==> src/rtl/bitrev_perm_ctrl_if.sv <==
`default_nettype none
// ============================================================================
// Module   : bitrev_perm_ctrl_if
// Brief    : (src, dst) permutation-pair valid/ready channel
// Revision : 1.0
// ============================================================================
interface bitrev_perm_ctrl_if #(
  parameter int D_WIDTH = 12
);
  logic               pair_valid;
  logic               pair_ready;
  logic [D_WIDTH-1:0] pair_src;
  logic [D_WIDTH-1:0] pair_dst;

  modport master (
    output pair_valid,
    output pair_src,
    output pair_dst,
    input  pair_ready
  );

  modport slave (
    input  pair_valid,
    input  pair_src,
    input  pair_dst,
    output pair_ready
  );
endinterface
`default_nettype wire

==> src/rtl/bitrev_perm_ctrl.sv <==
`default_nettype none
// ============================================================================
// Module   : bitrev_perm_ctrl
// Brief    : Sweeps a bit-reversal unit over 2^W indices, emitting (src, dst)
//            permutation pairs; optional swap-only mode emits each swap once.
// Revision : 1.0
// ============================================================================
module bitrev_perm_ctrl #(
  parameter int D_WIDTH  = 12,
  parameter int RADIX_K1 = 2
) (
  input  wire logic               clk,
  input  wire logic               rst,
  input  wire logic               start,
  input  wire logic [2:0]         cfg_l,
  input  wire logic               swap_only,
  output logic                    busy,
  output logic                    done,
  output logic                    cfg_err,
  output logic [D_WIDTH-1:0]      br_idx,
  output logic                    br_enable,
  output logic [2:0]              br_l,
  input  wire logic [D_WIDTH-1:0] br_out,
  bitrev_perm_ctrl_if.master      pair,
  output logic [D_WIDTH:0]        pair_count
);

  typedef enum logic [1:0] {
    ST_IDLE = 2'd0,
    ST_RUN  = 2'd1,
    ST_DONE = 2'd2
  } state_t;

  state_t             state_q, state_d;
  logic [D_WIDTH:0]   cnt_q, cnt_d;
  logic               s1_v_q, s1_v_d;
  logic [D_WIDTH-1:0] s1_src_q, s1_src_d;
  logic [2:0]         l_q, l_d;
  logic               swap_q, swap_d;
  logic               busy_q, busy_d;
  logic               done_q, done_d;
  logic               cfg_err_q, cfg_err_d;
  logic [D_WIDTH:0]   pair_count_q, pair_count_d;

  logic [31:0]        req_w;
  logic               cfg_ok;
  logic [31:0]        run_w;
  logic [D_WIDTH:0]   n_idx;
  logic               cnt_lt_n;
  logic               pair_valid_w;
  logic               stall;

  always_comb begin
    req_w    = 32'(RADIX_K1) * 32'(cfg_l);
    cfg_ok   = (cfg_l != 3'd0) && (req_w <= 32'(D_WIDTH));
    run_w    = 32'(RADIX_K1) * 32'(l_q);
    n_idx    = {{D_WIDTH{1'b0}}, 1'b1} << run_w;
    cnt_lt_n = cnt_q < n_idx;
  end

  // br_out always holds the result for s1_src, so the pair is formed directly from it
  always_comb begin
    pair_valid_w    = s1_v_q && (!swap_q || (s1_src_q < br_out));
    stall           = pair_valid_w && !pair.pair_ready;
    pair.pair_valid = pair_valid_w;
    pair.pair_src   = s1_src_q;
    pair.pair_dst   = br_out;
  end

  // Re-issuing s1_src during a stall keeps the registered unit output frozen
  always_comb begin
    br_enable = 1'b0;
    br_idx    = '0;
    if (state_q == ST_RUN) begin
      if (stall) begin
        br_enable = 1'b1;
        br_idx    = s1_src_q;
      end else if (cnt_lt_n) begin
        br_enable = 1'b1;
        br_idx    = cnt_q[D_WIDTH-1:0];
      end
    end
  end

  always_comb begin
    state_d      = state_q;
    cnt_d        = cnt_q;
    s1_v_d       = s1_v_q;
    s1_src_d     = s1_src_q;
    l_d          = l_q;
    swap_d       = swap_q;
    busy_d       = busy_q;
    done_d       = 1'b0;
    cfg_err_d    = 1'b0;
    pair_count_d = pair_count_q;

    if (pair_valid_w && pair.pair_ready) begin
      pair_count_d = pair_count_q + 1'b1;
    end

    case (state_q)
      ST_IDLE: begin
        if (start) begin
          if (cfg_ok) begin
            l_d          = cfg_l;
            swap_d       = swap_only;
            cnt_d        = '0;
            s1_v_d       = 1'b0;
            pair_count_d = '0;
            busy_d       = 1'b1;
            state_d      = ST_RUN;
          end else begin
            cfg_err_d = 1'b1;
          end
        end
      end
      ST_RUN: begin
        if (!stall) begin
          if (cnt_lt_n) begin
            s1_src_d = cnt_q[D_WIDTH-1:0];
            s1_v_d   = 1'b1;
            cnt_d    = cnt_q + 1'b1;
          end else begin
            s1_v_d  = 1'b0;
            busy_d  = 1'b0;
            done_d  = 1'b1;
            state_d = ST_DONE;
          end
        end
      end
      ST_DONE: begin
        state_d = ST_IDLE;
      end
      default: begin
        state_d = ST_IDLE;
        busy_d  = 1'b0;
        s1_v_d  = 1'b0;
      end
    endcase
  end

  always_ff @(posedge clk) begin
    if (rst) begin
      state_q      <= ST_IDLE;
      cnt_q        <= '0;
      s1_v_q       <= 1'b0;
      s1_src_q     <= '0;
      l_q          <= 3'd0;
      swap_q       <= 1'b0;
      busy_q       <= 1'b0;
      done_q       <= 1'b0;
      cfg_err_q    <= 1'b0;
      pair_count_q <= '0;
    end else begin
      state_q      <= state_d;
      cnt_q        <= cnt_d;
      s1_v_q       <= s1_v_d;
      s1_src_q     <= s1_src_d;
      l_q          <= l_d;
      swap_q       <= swap_d;
      busy_q       <= busy_d;
      done_q       <= done_d;
      cfg_err_q    <= cfg_err_d;
      pair_count_q <= pair_count_d;
    end
  end

  assign busy       = busy_q;
  assign done       = done_q;
  assign cfg_err    = cfg_err_q;
  assign br_l       = l_q;
  assign pair_count = pair_count_q;

endmodule
`default_nettype wire

==> src/flat_wrapper.sv <==
// flat-port wrapper written by rule: the top's interface ports become plain ports
module bitrev_perm_ctrl_flat 
#(
  parameter int D_WIDTH  = 12,
  parameter int RADIX_K1 = 2
)
  (clk, rst, start, cfg_l, swap_only, busy, done, cfg_err, br_idx, br_enable, br_l, br_out, pair_count, pair_pair_valid, pair_pair_src, pair_pair_dst, pair_pair_ready);
  bitrev_perm_ctrl_if #(.D_WIDTH(D_WIDTH)) pair_i ();
  input  wire logic clk;
  input  wire logic rst;
  input  wire logic start;
  input  wire logic [2:0] cfg_l;
  input  wire logic swap_only;
  output logic busy;
  output logic done;
  output logic cfg_err;
  output logic [D_WIDTH-1:0] br_idx;
  output logic br_enable;
  output logic [2:0] br_l;
  input  wire logic [D_WIDTH-1:0] br_out;
  output logic [D_WIDTH:0] pair_count;
  output wire logic [$bits(pair_i.pair_valid)-1:0] pair_pair_valid;
  output wire logic [$bits(pair_i.pair_src)-1:0] pair_pair_src;
  output wire logic [$bits(pair_i.pair_dst)-1:0] pair_pair_dst;
  input wire logic [$bits(pair_i.pair_ready)-1:0] pair_pair_ready;
  assign pair_pair_valid = pair_i.pair_valid;
  assign pair_pair_src = pair_i.pair_src;
  assign pair_pair_dst = pair_i.pair_dst;
  assign pair_i.pair_ready = pair_pair_ready;
  bitrev_perm_ctrl #(.D_WIDTH(D_WIDTH), .RADIX_K1(RADIX_K1)) u_core (.clk(clk), .rst(rst), .start(start), .cfg_l(cfg_l), .swap_only(swap_only), .busy(busy), .done(done), .cfg_err(cfg_err), .br_idx(br_idx), .br_enable(br_enable), .br_l(br_l), .br_out(br_out), .pair(pair_i), .pair_count(pair_count));
endmodule
==> config.mk <==
export PLATFORM = sky130hd
export DESIGN_NAME = bitrev_perm_ctrl_flat
export DESIGN_NICKNAME = d
export VERILOG_FILES = /design/src/rtl/bitrev_perm_ctrl_if.sv /design/src/rtl/bitrev_perm_ctrl.sv /design/src/flat_wrapper.sv
export SDC_FILE = /design/constraint.sdc
export NUM_CORES = 1
export LEC_CHECK = 0
export ABC_AREA = 1
export CAP_MARGIN = 25
export CORE_ASPECT_RATIO = 0.75
export CORE_MARGIN = 3
export CORE_UTILIZATION = 40
export DETAILED_ROUTE_END_ITERATION = 7
export PLACE_DENSITY = 0.66
export SLEW_MARGIN = 20
export SYNTH_ARGS = -nofsm -noshare
export SYNTH_HDL_FRONTEND = slang
export SYNTH_SLANG_ARGS = --single-unit
export TNS_END_PERCENT = 30
==> constraint.sdc <==
create_clock -name clk -period 3.1 [get_ports clk]
set_input_delay 0.465 -clock clk [delete_from_list [all_inputs] [get_ports clk]]
set_output_delay 0.465 -clock clk [all_outputs]
set_load 0.01 [all_outputs]
==> impl_metrics.toml, run 1 <==
[cts]
clk_path_buf_depth = 2
path_clk_slew_ps = 90
cts_tree = "done"
root_buffer = "clkbuf_8"
cts_max_level = 2
cts-buffers-inserted = 5
clk_latency_ps = 310
cts_sinks = 48

[setup_path]
path_class = "input pin to output pin"
required_ps = 2630
worstRegToRegCells = 13
timing.rr.end = "u_core.pair.pair_src[8]"
regToRegSetupSlack_ps = 930
r2r_start = "u_core.br_l[0]"
worstPathArrival_ps = 2540
cp_max_fo = 5
cp-start-kind = "input pin"
end_kind = "output pin"

[global_routing]
grt.busiest_layer = "met2"
grt_usage = 0.178
grt_pass1_vias = 3022
antenna_found_initial = 0
grt_start_max_net_pins = 28
grt_pass1_wl_um = 14000
grt_overflow = 0
grt_use_met2 = 0.279
globalRouteMet1Util = 0.243
grt_use_met3 = 0.0490

[die]
coreArea_um2 = 7630
pin_count = 77
die_height_um = 84.5
dieArea_um2 = 9340
rows = 27
die_w_um = 111
start_util = 0.430

[worst_hold_path]
whs_path_depth = 2
hp-start = "u_core.busy"
hold_path_end = "u_core.busy"
hold_class = "flop to flop"

[logic_synthesis]
post_synth_inst_count = 475
synthesis.area_um2 = 3280
yosysTopAreaCell = "dfxtp_1"
ys_warn_count = 0
seq_area_frac_synth = 0.293
netlist.area_leader.share = 0.293
synth_nets = 514
synth_seq_cells = 48
synthTopCellsByArea = "dfxtp_1, nand2_1, ha_1"
syn_area_per_cell_um2 = 6.91
synth.distinct_cells = 33

[cells_and_area]
num_antenna_cells = 0
area_growth_syn_to_layout_pct = 28.2
nets = 591
final_design_area_no_fill_um2 = 4210
drive_gt1_frac = 0.148
final_util = 0.551

[placement]
gp_congestion = 0.954
io_buffers = 76
placed_cell_area_um2 = 4090
dp_hpwl_um = 6360

[sta]
finClkSkew_ps = 7.61
timing.fmax_ghz = 0.333
finalCritPeriodShare = 0.968
timing_hold_violations_final = 0
post-route-min-period_ps = 3000
tightest_slew_ps = 464
timing.slew.headroom = 0.690
drv_slew = 0
setup_viol = 0

[detailed_routing]
firstDrtPassIters = 4
antenna_left = 0
dr.first_iter.drc_count = 131
avgRoutedWirePerCell_um = 13.0
drc = 0
viasPerCell = 4.87
vias = 3188
routed_wl_um = 8510

[power_and_ir_drop]
powerDensity_nw_per_um2 = 352
p_leak_nw = 1.80
ir_worst_vdd_mv = 0.321

[outcome]
status = "complete, no violations"

[run]
cap_violations = 0
==> Yosys cell counts <==
master / count
nand2_1: 140
inv_1: 51
dfxtp_1: 48
nand3_1: 39
nor2_1: 38
a21oi_1: 36
ha_1: 19
xor2_1: 16
buf_4: 14
nand3_2: 10
buf_6: 7
nor3_1: 7
a21oi_2: 6
o21ai_0: 5
xnor2_1: 5
buf_2: 4
clkbuf_1: 3
nand2_2: 3
nand4_1: 3
nor2_2: 3
buf_8: 2
inv_2: 2
nand2_4: 2
nand3_4: 2
nor2_4: 2
a32o_1: 1
and2b_1: 1
clkinv_1: 1
inv_4: 1
nand4_2: 1
nor3_2: 1
nor4_1: 1
o31ai_1: 1
==> registers in the layout, summed over array words and instances, names as in the netlist <==
name                  count
u_core.cnt_q             13
u_core.pair_count        13
u_core.pair.pair_src     12
u_core.br_l               3
u_core.state_q            2
u_core.busy               1
u_core.cfg_err            1
u_core.done               1
u_core.s1_v_q             1
u_core.swap_q             1
==> through the flow <==
step           TNS [ps]  total power [mW]  hold WS (ps)  worst slack (ps)  cells
6_report              0              1.48           485              99.4    654
5_1_grt            -124              1.56           524             -25.5    654
4_1_cts               0              1.49           489              6.16    652
3_5_place_dp      -2920              1.02           472              -235    644
3_3_place_gp      -2480              1.02           470              -205    644
2_1_floorplan         0             0.918           462               737    475
==> layout by cell type (no fill, tap or decap), drive strengths merged <==
master | netlist | final
and2b | 1 | 1
ha | 19 | 19
dfxtp | 48 | 48
nor4 | 1 | 1
inv | 54 | 54
clkinv | 1 | 2
o21ai | 5 | 5
dlygate4sd2 | 0 | 1
bufinv | 0 | 1
nand2 | 145 | 145
buf | 27 | 25
nor3 | 8 | 8
o31ai | 1 | 1
a32o | 1 | 1
clkinvlp | 0 | 1
xor2 | 16 | 16
nand4 | 4 | 4
xnor2 | 5 | 5
nand3 | 51 | 51
clkdlybuf4s50 | 0 | 62
a21oi | 42 | 42
nor2 | 43 | 43
clkbuf | 3 | 17
==> critical path, stage by stage <==
cell             delay (ps)
clkdlybuf4s50_1         480
inv_1                    50
ha_1                    260
nand2_1                  80
nor2_2                   50
buf_4                   120
a21oi_2                 130
nand2_1                  90
nand2_2                 100
nand3_4                 100
nor2_4                  190
buf_6                   150
nand2_1                  50
nand2_1                  70
clkbuf_2                130
==> metal layers <==
metal	part of all wire	wire length [um]
met1	0.50	4260
met2	0.43	3640
met3	0.066	561
met4	0.0062	53
met5	0	0
==> area by class of cell <==
cell class                 count  area, um^2
fill                         758        3430
multi-input combinational    342        1910
sequential                    48         961
timing repair buffer         100         893
inverter                      55         209
tap                          101         126
clock buffer                   5        68.8
clock inverter                 3        42.5
==> where the power goes <==
group	internal (mW)	leakage, nW	switching, mW
clock network	0.239	0.0541	0.231
registers	0.638	0.388	0.0286
logic	0.135	1.36	0.210
==> timing repair <==
| action | in CTS | in global routing |
|---|---|---|
| resized for setup | 17 | 36 |
| cloned | 0 | 1 |
| setup endpoints to repair | 14 | 13 |
| hold buffers | 0 | 0 |
| buffers inserted | 0 | 1 |
| endpoints found under the hold margin | 0 | 0 |
| pin swaps | 0 | 5 |
==> worst max path at each step <==
| stage | end | slack [ps] | startpoint |
|---|---|---|---|
| after floorplan | br_idx[0] | 740 | br_out[11] |
| after global placement | br_enable | -210 | br_out[11] |
| after detailed placement | br_idx[7] | -230 | br_out[11] |
| after CTS | br_enable | 6 | br_out[11] |
| after global routing | br_idx[1] | -30 | br_out[7] |
| final | br_idx[7] | 100 | br_out[8] |
==> kinds of logic (layout without fill, tap and decap cells) <==
kind of cell    after synthesis  count (layout)  share of synthesized area
fa+ha+maj                    19              19                     0.0724
flops                        48              48                      0.293
simple gates                253             253                      0.357
compound gates               49              49                     0.0838
xor+xnor                     21              21                     0.0560
buf+inv                      85             163                      0.138
(Power assumes the default switching activity.)
==> run 2: changes to the inputs <==
==> constraint.sdc (replaced) <==
create_clock -name clk -period 2.85 [get_ports clk]
set_input_delay 0.4275 -clock clk [delete_from_list [all_inputs] [get_ports clk]]
set_output_delay 0.4275 -clock clk [all_outputs]
set_load 0.01 [all_outputs]
==> run 2 against run 1 <==
Compared with the run above:
- cell count is 1.7% higher
- critical path type is now flop to output pin
- non-clock buffer count is 11 higher
- via count is 2.7% higher
==> impl_metrics.toml, run 2 (synthesis gave the netlist of run 1 again) <==
[cells_and_area]
regArea_um2 = 961
multi_input_area_um2 = 1930
final_util = 0.568
num_antenna_cells = 0
layout_common_cells = "nand2_1, clkdlybuf4s50_1, inv_1, dfxtp_1, nand3_1"
drive_gt1_frac = 0.179
fillers = 731
layout_commonest_cell = "nand2_1"
area_growth_syn_to_layout_pct = 32.1
nets = 602
fin_cells = 665

[sta]
timing.slew.headroom = 0.690
finalHoldWorstSlack_ps = 494
timing.fmax_ghz = 0.373
post-route-min-period_ps = 2680
tightest_slew_ps = 465
setup_viol = 0
timing_hold_violations_final = 0
tns_ps = 0
drv_slew = 0
rsz0062_at_grt = "false"
finClkSkew_ps = 10.8
finalCritPeriodShare = 0.940

[cts]
cts-buffers-inserted = 5
cts_max_level = 2
path_clk_slew_ps = 100
cts_sinks = 48
clk_path_buf_depth = 2
cts_tree = "done"
clk_latency_ps = 310
root_buffer = "clkbuf_8"

[global_routing]
grt_overflow = 0
grt_start_max_net_pins = 27
grt_pass1_vias = 3076
grt_pass1_wl_um = 14700
grt_usage = 0.188
antenna_found_initial = 0

[detailed_routing]
antenna_left = 0
drc = 0
dr.first_iter.drc_count = 173
vias = 3275
viasPerCell = 4.92
firstDrtPassIters = 4
routed_wl_um = 8740
avgRoutedWirePerCell_um = 13.1

[setup_path]
worstRegToRegCells = 15
cp-start-kind = "flop"
path_class = "flop to output pin"
regToRegSetupSlack_ps = 630
timing.rr.end = "u_core.cnt_q[1]"
path_cells = "inv_1, nand3_1, ha_1, nand2_1, nand2_1, nand2_1, nand2_1, a21oi_2, nand3_4, inv_8, nand3_2, nand2_2, buf_6"
slowest_delay_ps = 360
end_kind = "output pin"
worstPathArrival_ps = 2250
crit_start = "u_core.br_l[2]"
cp_slowest_cell = "dfxtp_1"
required_ps = 2420
cp_max_fo = 14
cpMostUsedCell = "nand2_1"
r2r_start = "u_core.br_l[2]"

[die]
pin_count = 77
dieArea_um2 = 9340
coreArea_um2 = 7630
start_util = 0.430
die_height_um = 84.5
rows = 27
die_w_um = 111

[worst_hold_path]
whs_path_depth = 2
hold_class = "flop to flop"
hold_path_end = "u_core.pair_count[11]"
hp-start = "u_core.pair_count[11]"

[outcome]
status = "complete, no violations"

[power_and_ir_drop]
p_total_mw = 1.66
powerDensity_nw_per_um2 = 383
p_leak_nw = 1.94
ir_worst_vdd_mv = 0.267

[placement]
gp_congestion = 0.892
dp.cells = 651
io_buffers = 76
dp_hpwl_um = 6600

[run]
cap_violations = 0
run 2: changes by cell type in the layout (fill, tap and decap cells not counted), moves of 3 or more:
cell and delta:
buf_4 +11, clkdlybuf4s50_1 -11, buf_2 +10, clkbuf_2 -10, dlymetal6s2s_1 +6, dlygate4sd2_1 +4, inv_1 -3, inv_2 +3
nand2_1 -3
run 2: worst max-delay path: cells and delay by family, from the launching register on:
family | cells | cell delay [ps]
AO/OA/AOI/OAI | 1 | 170
adder cells (fa/ha/maj) | 1 | 300
buffers and inverters | 3 | 380
flip-flops | 1 | 360
AND/OR/NAND/NOR | 8 | 710
run 2: final cells by class:
type | instances | share of cell area
clock inverter | 2 | 0.00894
tap | 101 | 0.0291
timing repair buffer | 111 | 0.227
sequential | 48 | 0.222
inverter | 55 | 0.0493
clock buffer | 6 | 0.0190
multi-input combinational | 342 | 0.445
run 2: metal layers:
layer	GRT usage	wire length, um	vias to the layer above
met5	0	0	-
met1	0.262	4270	1500
li1	-	-	1672
met4	0.0470	65	0
met3	0.0411	523	8
met2	0.295	3880	95
run 2: worst max-delay path by stage:
| stage | cells past startpoint | endpoint | slack (ps) |
|---|---|---|---|
| after floorplan | 12 | br_idx[0] | 560 |
| after CTS | 15 | br_idx[9] | -50 |
| final | 13 | br_idx[11] | 170 |
| after global placement | 15 | br_idx[11] | -410 |
| after detailed placement | 15 | br_idx[11] | -420 |
| after global routing | 13 | br_idx[1] | 1 |
run 2: where the power goes:
group / switching [mW] / internal [mW] / total [mW]
Clock: 0.257 / 0.288 / 0.545
Sequential: 0.0275 / 0.694 / 0.721
Combinational: 0.240 / 0.153 / 0.393
Total: 0.525 / 1.13 / 1.66
run 2: what timing repair did:
item,CTS,global route
hold buffers,0,0
gates resized for setup,66,21
pin swaps,7,6
buffers inserted,5,1
setup endpoints to repair,14,14
run 2: through the flow:
stage | cell area (um^2) | worst slack, ps
2_1_floorplan | 3280 | 562
3_3_place_gp | 4140 | -407
3_5_place_dp | 4140 | -423
4_1_cts | 4310 | -53.8
5_1_grt | 4340 | 1.24
6_report | 4340 | 172
==> run 3: changes to the inputs <==
==> constraint.sdc (replaced) <==
create_clock -name clk -period 3.2 [get_ports clk]
set_input_delay 0.48 -clock clk [delete_from_list [all_inputs] [get_ports clk]]
set_output_delay 0.48 -clock clk [all_outputs]
set_load 0.01 [all_outputs]
==> run 3 against run 2 <==
Compared with the run above:
- flip-flop and latch count stayed put
- core utilization decreased by 1.5 points
- clock power fell by 17%
- sequential power shrank 10%
- worst setup slack better by 8.4 ps
- sequential share of layout area up 0.61 points
- count of clock-buffer cells in the layout decreased by 1
- clock skew shrank 5.1 ps
- non-clock buffer count decreased by 13
- global-route usage decreased by 1.1 points
- die area stayed put
- critical path depth grew 2
- critical endpoint is now br_idx[3]
- largest power group unchanged
- highest routed layer unchanged
==> impl_metrics.toml, run 3 (synthesis gave the netlist of run 1 again) <==
[outcome]
status = "complete, no violations"

[cts]
clk_path_buf_depth = 2
path_clk_slew_ps = 100
root_buffer = "clkbuf_8"
cts_sinks = 48
cts_max_level = 2
cts-buffers-inserted = 5
cts_tree = "done"
clk_latency_ps = 310
hold_buffers = 0

[placement]
io_buffers = 76
dp_hpwl_um = 6360
dpl_worst_slack_ps = -196
gp_congestion = 0.906

[sta]
setup_viol = 0
drv_slew = 0
timing.slew.headroom = 0.675
timing.fmax_ghz = 0.331
finClkSkew_ps = 5.71
post-route-min-period_ps = 3020
finalCritPeriodShare = 0.944
postLayoutSetupSlackWorst_ps = 180
timing_hold_violations_final = 0
tightest_slew_ps = 487
rsz0062_at_grt = "true"

[setup_path]
required_ps = 2720
worstPathArrival_ps = 2540
timing.rr.end = "u_core.pair.pair_src[6]"
cp-start-kind = "input pin"
crit_start = "br_out[9]"
regToRegSetupSlack_ps = 1010
crit_end = "br_idx[3]"
worstRegToRegCells = 13
end_kind = "output pin"
r2r_start = "u_core.br_l[0]"
cp_max_fo = 6
path_class = "input pin to output pin"

[cells_and_area]
layout_common_cells = "nand2_1, clkdlybuf4s50_1, inv_1"
drive_gt1_frac = 0.125
layout_commonest_cell = "nand2_1"
area_growth_syn_to_layout_pct = 28.5
nets = 589
final_util = 0.553
num_antenna_cells = 0

[detailed_routing]
antenna_left = 0
dr.first_iter.drc_count = 136
firstDrtPassIters = 4
avgRoutedWirePerCell_um = 12.9
routed_wl_um = 8390
drc = 0
vias = 3179
viasPerCell = 4.88

[run]
cap_violations = 0

[global_routing]
grt_start_max_net_pins = 28
grt_usage = 0.177
antenna_found_initial = 0
grt_pass1_wl_um = 14000
grt_pass1_vias = 2987
grt_overflow = 0

[die]
pin_count = 77
start_util = 0.430
rows = 27
die_w_um = 111
dieArea_um2 = 9340
coreArea_um2 = 7630
die_height_um = 84.5

[power_and_ir_drop]
ir_worst_vdd_mv = 0.273
internal_power_mw = 0.980
power_switching_mw = 0.453
power.share.switching = 0.316
comb_power_share = 0.233
powerDensity_nw_per_um2 = 340
p_leak_nw = 1.91
p_clk_frac = 0.315
p_seq_frac = 0.451

[worst_hold_path]
whs_path_depth = 2
hold_class = "flop to flop"
[run 3: how the worst min path moves through the flow]
stage / to / slack (ps) / from
2_1_floorplan: u_core.swap_q / 460 / u_core.swap_q
3_3_place_gp: u_core.pair.pair_src[0] / 470 / u_core.pair.pair_src[0]
3_5_place_dp: u_core.busy / 470 / u_core.busy
4_1_cts: u_core.busy / 480 / u_core.busy
5_1_grt: u_core.pair.pair_src[0] / 520 / u_core.pair.pair_src[0]
6_report: u_core.busy / 480 / u_core.busy
[run 3: cell type report]
cell class | count | area, um^2
multi-input cells | 342 | 1880
clock inverters | 3 | 42.5
repair buffers | 98 | 930
well taps | 101 | 126
inverters | 55 | 209
clock buffers | 5 | 68.8
flip-flops and latches | 48 | 961
fillers | 754 | 3410
[run 3: per-layer routing]
layer,global-route usage,share of wire
met2,0.281,0.43
met5,0,0
met4,0.0347,0.0066
met3,0.0324,0.058
met1,0.253,0.51
[run 3: metrics by stage]
step           std cells  total power, mW  hold WS [ps]  TNS, ps  instance area (um^2)
6_report             652             1.43           485        0                  4220
5_1_grt              652             1.50           521    -17.0                  4220
4_1_cts              652             1.44           483    -1040                  4200
3_5_place_dp         644            0.990           466    -1960                  4090
3_3_place_gp         644            0.987           470    -1310                  4090
2_1_floorplan        475            0.890           462        0                  3280
[run 3: repair_timing]
action                                  4_1_cts  5_1_grt
setup buffers                                 0        0
gates resized for setup                       8       22
endpoints found under the setup margin       13       14
pin swaps                                     0        1
[run 3: power by group through the flow]
stage / sequential (mW) / combinational (mW) / clock [mW]
5_1_grt: 0.650 / 0.371 / 0.481
6_report: 0.647 / 0.334 / 0.452
3_5_place_dp: 0.660 / 0.330 / 0
4_1_cts: 0.646 / 0.332 / 0.465
3_3_place_gp: 0.659 / 0.328 / 0
2_1_floorplan: 0.656 / 0.233 / 0
[run 3: worst max-delay path, stage by stage]
cell and delay [ps]:
clkdlybuf4s50_1 480, inv_1 50, ha_1 280, nand2_1 70
nor2_2 130, inv_1 60, nor2_2 100, nand2_1 50
nand2_1 70, nand2_2 70, nand3_4 90, buf_4 160
nand3_2 80, nand2_1 90, dlygate4sd2_1 270
==> RTL edit 1: new RTL, flow settings as in run 2 <==
Re-encode `state_t` (3 states) as one-hot, 3 bits wide.
--- a/src/rtl/bitrev_perm_ctrl.sv
+++ b/src/rtl/bitrev_perm_ctrl.sv
@@ -25,10 +25,10 @@
   output logic [D_WIDTH:0]        pair_count
 );
 
-  typedef enum logic [1:0] {
-    ST_IDLE = 2'd0,
-    ST_RUN  = 2'd1,
-    ST_DONE = 2'd2
+  typedef enum logic [2:0] {
+    ST_IDLE = 3'b001,
+    ST_RUN  = 3'b010,
+    ST_DONE = 3'b100
   } state_t;
 
   state_t             state_q, state_d;
Function: same outputs for any inputs over 10 cycles, from zero or initial values and one cycle with rst high; not proved beyond that.
==> RTL edit 1 against run 2 <==
Area after synthesis down 2.4%. Global-route usage up 1.0 points. Synthesized cell count up 2.3%. Cell area up 2.9%. Routed wire length up 5.5%. Sequential share of layout area about the same. Power down 9.8%. Critical path depth up 1. Sequential cell count up 1. Worst setup slack worse by 47 ps. Final cell count up 2.4%. Critical endpoint is now br_idx[0].
==> RTL edit 1: results (changes against run 2) <==
- Status: finished clean
- CP max FO: 7 (-7)
- Cell variety after synth: 38 (+15%)
- CP arrival: 2300 ps (+50 ps)
- # fillers: 712 (-2.6%)
- Leakage: 1.944 nW (+0.44%)
- DRC: 0 (unchanged)
- Top cells by count, synth: nand2_1 (137), inv_1 (58), dfxtp_1 (49), nor2_1 (47), a21oi_1 (46)
- P_clk: 0.517 mW (-5.1%)
- Flop2flop setup slack: 580 ps (-50 ps)
- TritonRoute pass-1 iters: 5 (+1)
- Clock Skews: 9.487 ps (-1.341 ps)
- CP peak stage delay: 380 ps (+20 ps)
- Hold/Removal Path Class: reg -> reg
- Routed wire length: 9214 µm (+5.5%)
- Sequential power share: 47.6% (+4.1 points)
- Crit Reg-Reg Endpoint: u_core.pair_count[8]
- Final #Nets: 618 (+2.7%)
- Peak supply drop: 0.0002323 V (-13%)
- Sequential fraction of the synthesis area: 30.62% (+1.4 points)
- # diodes: 0 (unchanged)
- Vias in the first global route: 3,083 (+0.23%)
- HP Start: u_core.pair.pair_src[0]
- Min Hold Slack: 501.3 ps (+7.278 ps)
- Total track usage: 19.80% (+1.0 points)
- Crit path max-delay cell type: dfxtp_4
- GPL Wtd Cong: 0.9004 (+0.92%)
- Ys Warns: 0 (unchanged)
- Via count: 3,368 (+2.8%)
- Dpl hpwl: 6937 µm (+5.2%)
- Global-route wire length before repair: 14,810 µm (+0.52%)
- Initial DRC Count: 203 (+17%)
- Pin slew with the least headroom to its limit: 507.1 ps (+41.95 ps)
- RR Startpoint: u_core.pair.pair_src[10]
- Share of cells above drive strength 1: 19.14% (+1.2 points)
- Pin count of the biggest net entering global routing: 27 (unchanged)
- Cell-internal power: 1.077 mW (-5.0%)
- Cells on worst reg2reg path: 14 (-1)
- Synth area leaders: dfxtp_1 (31%), nand2_1 (16%), ha_1 (7.4%)
- Worst hold path endpoint: u_core.pair.pair_src[0]
[RTL edit 1: cell count changes after synthesis, moves of 4 or more]
cell	before	now
a21oi_1	36	46
xor2_1	16	10
a21oi_2	6	1
buf_6	7	3
nand3_2	10	3
nand3_1	39	33
o21ai_0	5	13
xnor2_1	5	1
nor2_1	38	47
inv_1	51	58
[RTL edit 1: cell type report]
type                            instances  share of cell area (%)
Multi-Input combinational cell        347                   44.29
Sequential cell                        49                   22.13
Timing Repair Buffer                  110                   22.05
Inverter                               65                   5.863
Tap cell                              101                   2.833
Clock buffer                            5                   1.543
Clock inverter                          3                   1.038
Timing Repair inverter                  1                  0.2525
[RTL edit 1: worst max-delay path, delay by kind of cell, from the launching register on]
family,cells,cell delay (ps)
DFF,1,380
and+or+nand+nor,6,600
adders and majority gates,1,280
buffers and inverters,5,410
AOI/OAI and AO/OA,2,340
[RTL edit 1: what timing repair did]
action                                  CTS  global route
gates cloned                              0             1
pin swaps                                 2            14
resized for setup                        41            65
buffers inserted                          3             3
hold buffers                              0             0
endpoints found under the setup margin   14            14
[RTL edit 1: logic make-up (layout without fill, tap and decap cells)]
kind of cell             Yosys count  after routing  synth area share [%]
AND/OR/NAND/NOR                  249            249                 34.14
buffers and inverters             90            184                 13.16
AO/OA/AOI/OAI                     68             68                 11.64
flip-flops                        49             49                 30.62
adder cells (fa/ha/maj)           19             19                 7.422
XOR/XNOR                          11             11                 3.008
[RTL edit 1: worst max-delay path by stage]
stage                   start   endpoint  slack, ps  cells past startpoint
3_3_place_gp       br_out[11]  br_idx[0]       -440                     16
2_1_floorplan  u_core.br_l[1]  br_idx[0]        570                     13
4_1_cts             br_out[9]  br_idx[1]       -130                     16
6_report       u_core.br_l[0]  br_idx[0]        120                     14
5_1_grt        u_core.br_l[0]  br_idx[4]         -9                     14
3_5_place_dp       br_out[11]  br_idx[0]       -510                     16
[RTL edit 1: through the flow]
step	total power [mW]	worst slack, ps	instance area (µm²)	std cells	util, %
6_report	1.496	124.6	4461	681	58.95
5_1_grt	1.561	-8.720	4461	681	58.95
4_1_cts	1.492	-128.3	4285	677	56.63
3_5_place_dp	0.9762	-505.7	4136	666	54.66
3_3_place_gp	0.9727	-441.5	4136	666	54.66
2_1_floorplan	0.8783	573.9	3203	486	-
[RTL edit 1: layer usage]
layer | routed length [µm] | track usage (%) | vias to the layer above | share of wire [%]
met4 | 63 | 3.624 | 0 | 0.68
met5 | 0 | 0 | - | 0
met3 | 632 | 4.022 | 7 | 6.9
li1 | - | - | 1730 | -
met2 | 3931 | 28.81 | 99 | 43
met1 | 4587 | 30.09 | 1532 | 50
==> RTL edit 2: new RTL, config.mk and constraints of run 2 <==
Without the edit above. `D_WIDTH` is set to 12 in 3 places; all go to 18.
--- a/src/rtl/bitrev_perm_ctrl_if.sv
+++ b/src/rtl/bitrev_perm_ctrl_if.sv
@@ -5,7 +5,7 @@
 // Revision : 1.0
 // ============================================================================
 interface bitrev_perm_ctrl_if #(
-  parameter int D_WIDTH = 12
+  parameter int D_WIDTH = 18
 );
   logic               pair_valid;
   logic               pair_ready;
--- a/src/rtl/bitrev_perm_ctrl.sv
+++ b/src/rtl/bitrev_perm_ctrl.sv
@@ -6,7 +6,7 @@
 // Revision : 1.0
 // ============================================================================
 module bitrev_perm_ctrl #(
-  parameter int D_WIDTH  = 12,
+  parameter int D_WIDTH  = 18,
   parameter int RADIX_K1 = 2
 ) (
   input  wire logic               clk,
--- a/src/flat_wrapper.sv
+++ b/src/flat_wrapper.sv
@@ -1,7 +1,7 @@
 // flat-port wrapper written by rule: the top's interface ports become plain ports
 module bitrev_perm_ctrl_flat 
 #(
-  parameter int D_WIDTH  = 12,
+  parameter int D_WIDTH  = 18,
   parameter int RADIX_K1 = 2
 )
   (clk, rst, start, cfg_l, swap_only, busy, done, cfg_err, br_idx, br_enable, br_l, br_out, pair_count, pair_pair_valid, pair_pair_src, pair_pair_dst, pair_pair_ready);
Interface: changed (5 resized); port bits go from 77 to 107. No check against the original RTL was run, so the function may have changed too.
==> RTL edit 2 against run 2 <==
Combinational power rose by 45%. First-iteration DRC count grew 98%. Routed wire length is 57% higher. Power is 65% higher. Sequential share of layout area fell by 1.6 points. Sequential cell count increased by 18. Maximum frequency down 2.6%. Clock power rose by 120%. Non-clock buffer count grew 51. Worst setup slack worse by 72 ps. Area after synthesis grew 34%. Cell area increased by 49%. Final cell count up 38%.
==> RTL edit 2: results (changes against run 2) <==
- Switching part of the total: 27.73% (-3.9 points)
- GPL Wtd Cong: 0.9420 (+5.6%)
- Peak supply drop: 0.0003447 V (+29%)
- IO Port Bufs: 106 (+39%)
- Worst Setup EP: br_idx[12]
- Sequential group power: 0.978 mW (+36%)
- Met1 WL: 6450 µm (+51%)
- Power per cell area: 422.5 nW/µm² (+10%)
- Synth area leaders: dfxtp_1 (30%), nand2_1 (15%), ha_1 (7.4%)
- Cell variety after synth: 37 (+12%)
- Total track usage: 21.66% (+2.9 points)
- Min Tclk post-route: 2751 ps (+72.49 ps)
- Clock-pin slew on the worst setup and hold paths: 60 ps (-40 ps)
- Final Power: 2.732 mW (+65%)
- Syn Area/Cell: 6.854 µm² (-0.83%)
- Post-synthesis net count: 696 (+35%)
- Synth Area in XOR/XNOR: 5.556% (-0.047 points)
- Relative slew slack: 51.31% (-18 points)
- Met3 Routed Length: 948 µm (+81%)
- CTS Buf Count: 9 (+4)
- CP delay by family, top: buffers and inverters
- Min Hold Slack: 447.6 ps (-46.41 ps)
- Worst hold path endpoint: u_core.cnt_q[17]
- Crit path max-delay cell type: dfxtp_4
- Dpl hpwl: 9989 µm (+51%)
- Share of cells above drive strength 1: 24.74% (+6.8 points)
- H-Tree Level Count: 3 (+1)
- Met1 usage: 31.73% (+5.5 points)
- CP arrival: 2320 ps (+70 ps)
- Placed cell area: 5668 µm² (+37%)
- Initial DRC Count: 343 (+98%)
- # fillers: 954 (+31%)
- Leakage: 2.759 nW (+43%)
- P_clk: 1.19 mW (+120%)
- Top cells by count, synth: nand2_1 (179), inv_1 (67), dfxtp_1 (66), nor2_1 (56), nand3_1 (52)
- Placed Cells incl. Taps: 886 (+36%)
- TritonRoute pass-1 iters: 5 (+1)
- Post-synth ARST share: 0% (unchanged)
- Global-route wire length before repair: 21,970 µm (+49%)
- Via count: 4,649 (+42%)
- Met2 routed WL: 6081 µm (+57%)
- Status: finished clean
- Root buffer cell: clkbuf_16
- Final std cells w/o fill: 916 (+38%)
- Pre-CTS WS: -559.2 ps (-136.6 ps)
- Routed wire length: 13,690 µm (+57%)
- CP peak stage delay: 390 ps (+30 ps)
- Adder-Cell Fraction of Synth Area: 7.370% (+0.13 points)
- Pin count of the biggest net entering global routing: 39 (+44%)
- Clk_lat worst skew: 340 ps (+30 ps)
- Vias in the first global route: 4,343 (+41%)
- Compound-cell area share of the yosys netlist: 8.645% (+0.26 points)
[RTL edit 2: cell count changes in the layout (fill, tap and decap cells not counted), sizes merged, moves of 5 or more]
cell	run 2	this run
nand2	145	188
buf	47	72
nor2	43	63
clkdlybuf4s50	51	69
dfxtp	48	66
inv	54	71
a21oi	42	58
dlygate4sd2	5	20
nand3	51	59
nand4	4	12
ha	19	26
xor2	16	23
dlymetal6s2s	6	1
nor3	8	13
[RTL edit 2: cell type report]
| class | instances | area share, % |
|---|---|---|
| timing repair buffer | 162 | 22.97 |
| multi-input combinational | 461 | 44.23 |
| tap | 136 | 2.632 |
| sequential | 66 | 20.61 |
| clock buffer | 11 | 3.754 |
| inverter | 75 | 4.605 |
| clock inverter | 5 | 1.200 |
[RTL edit 2: repair_timing]
item                                    4_1_cts  5_1_grt
buffers inserted                              4        9
resized for setup                           145       32
pin swaps                                    18       13
cloned                                        1        0
endpoints found under the setup margin       20       20
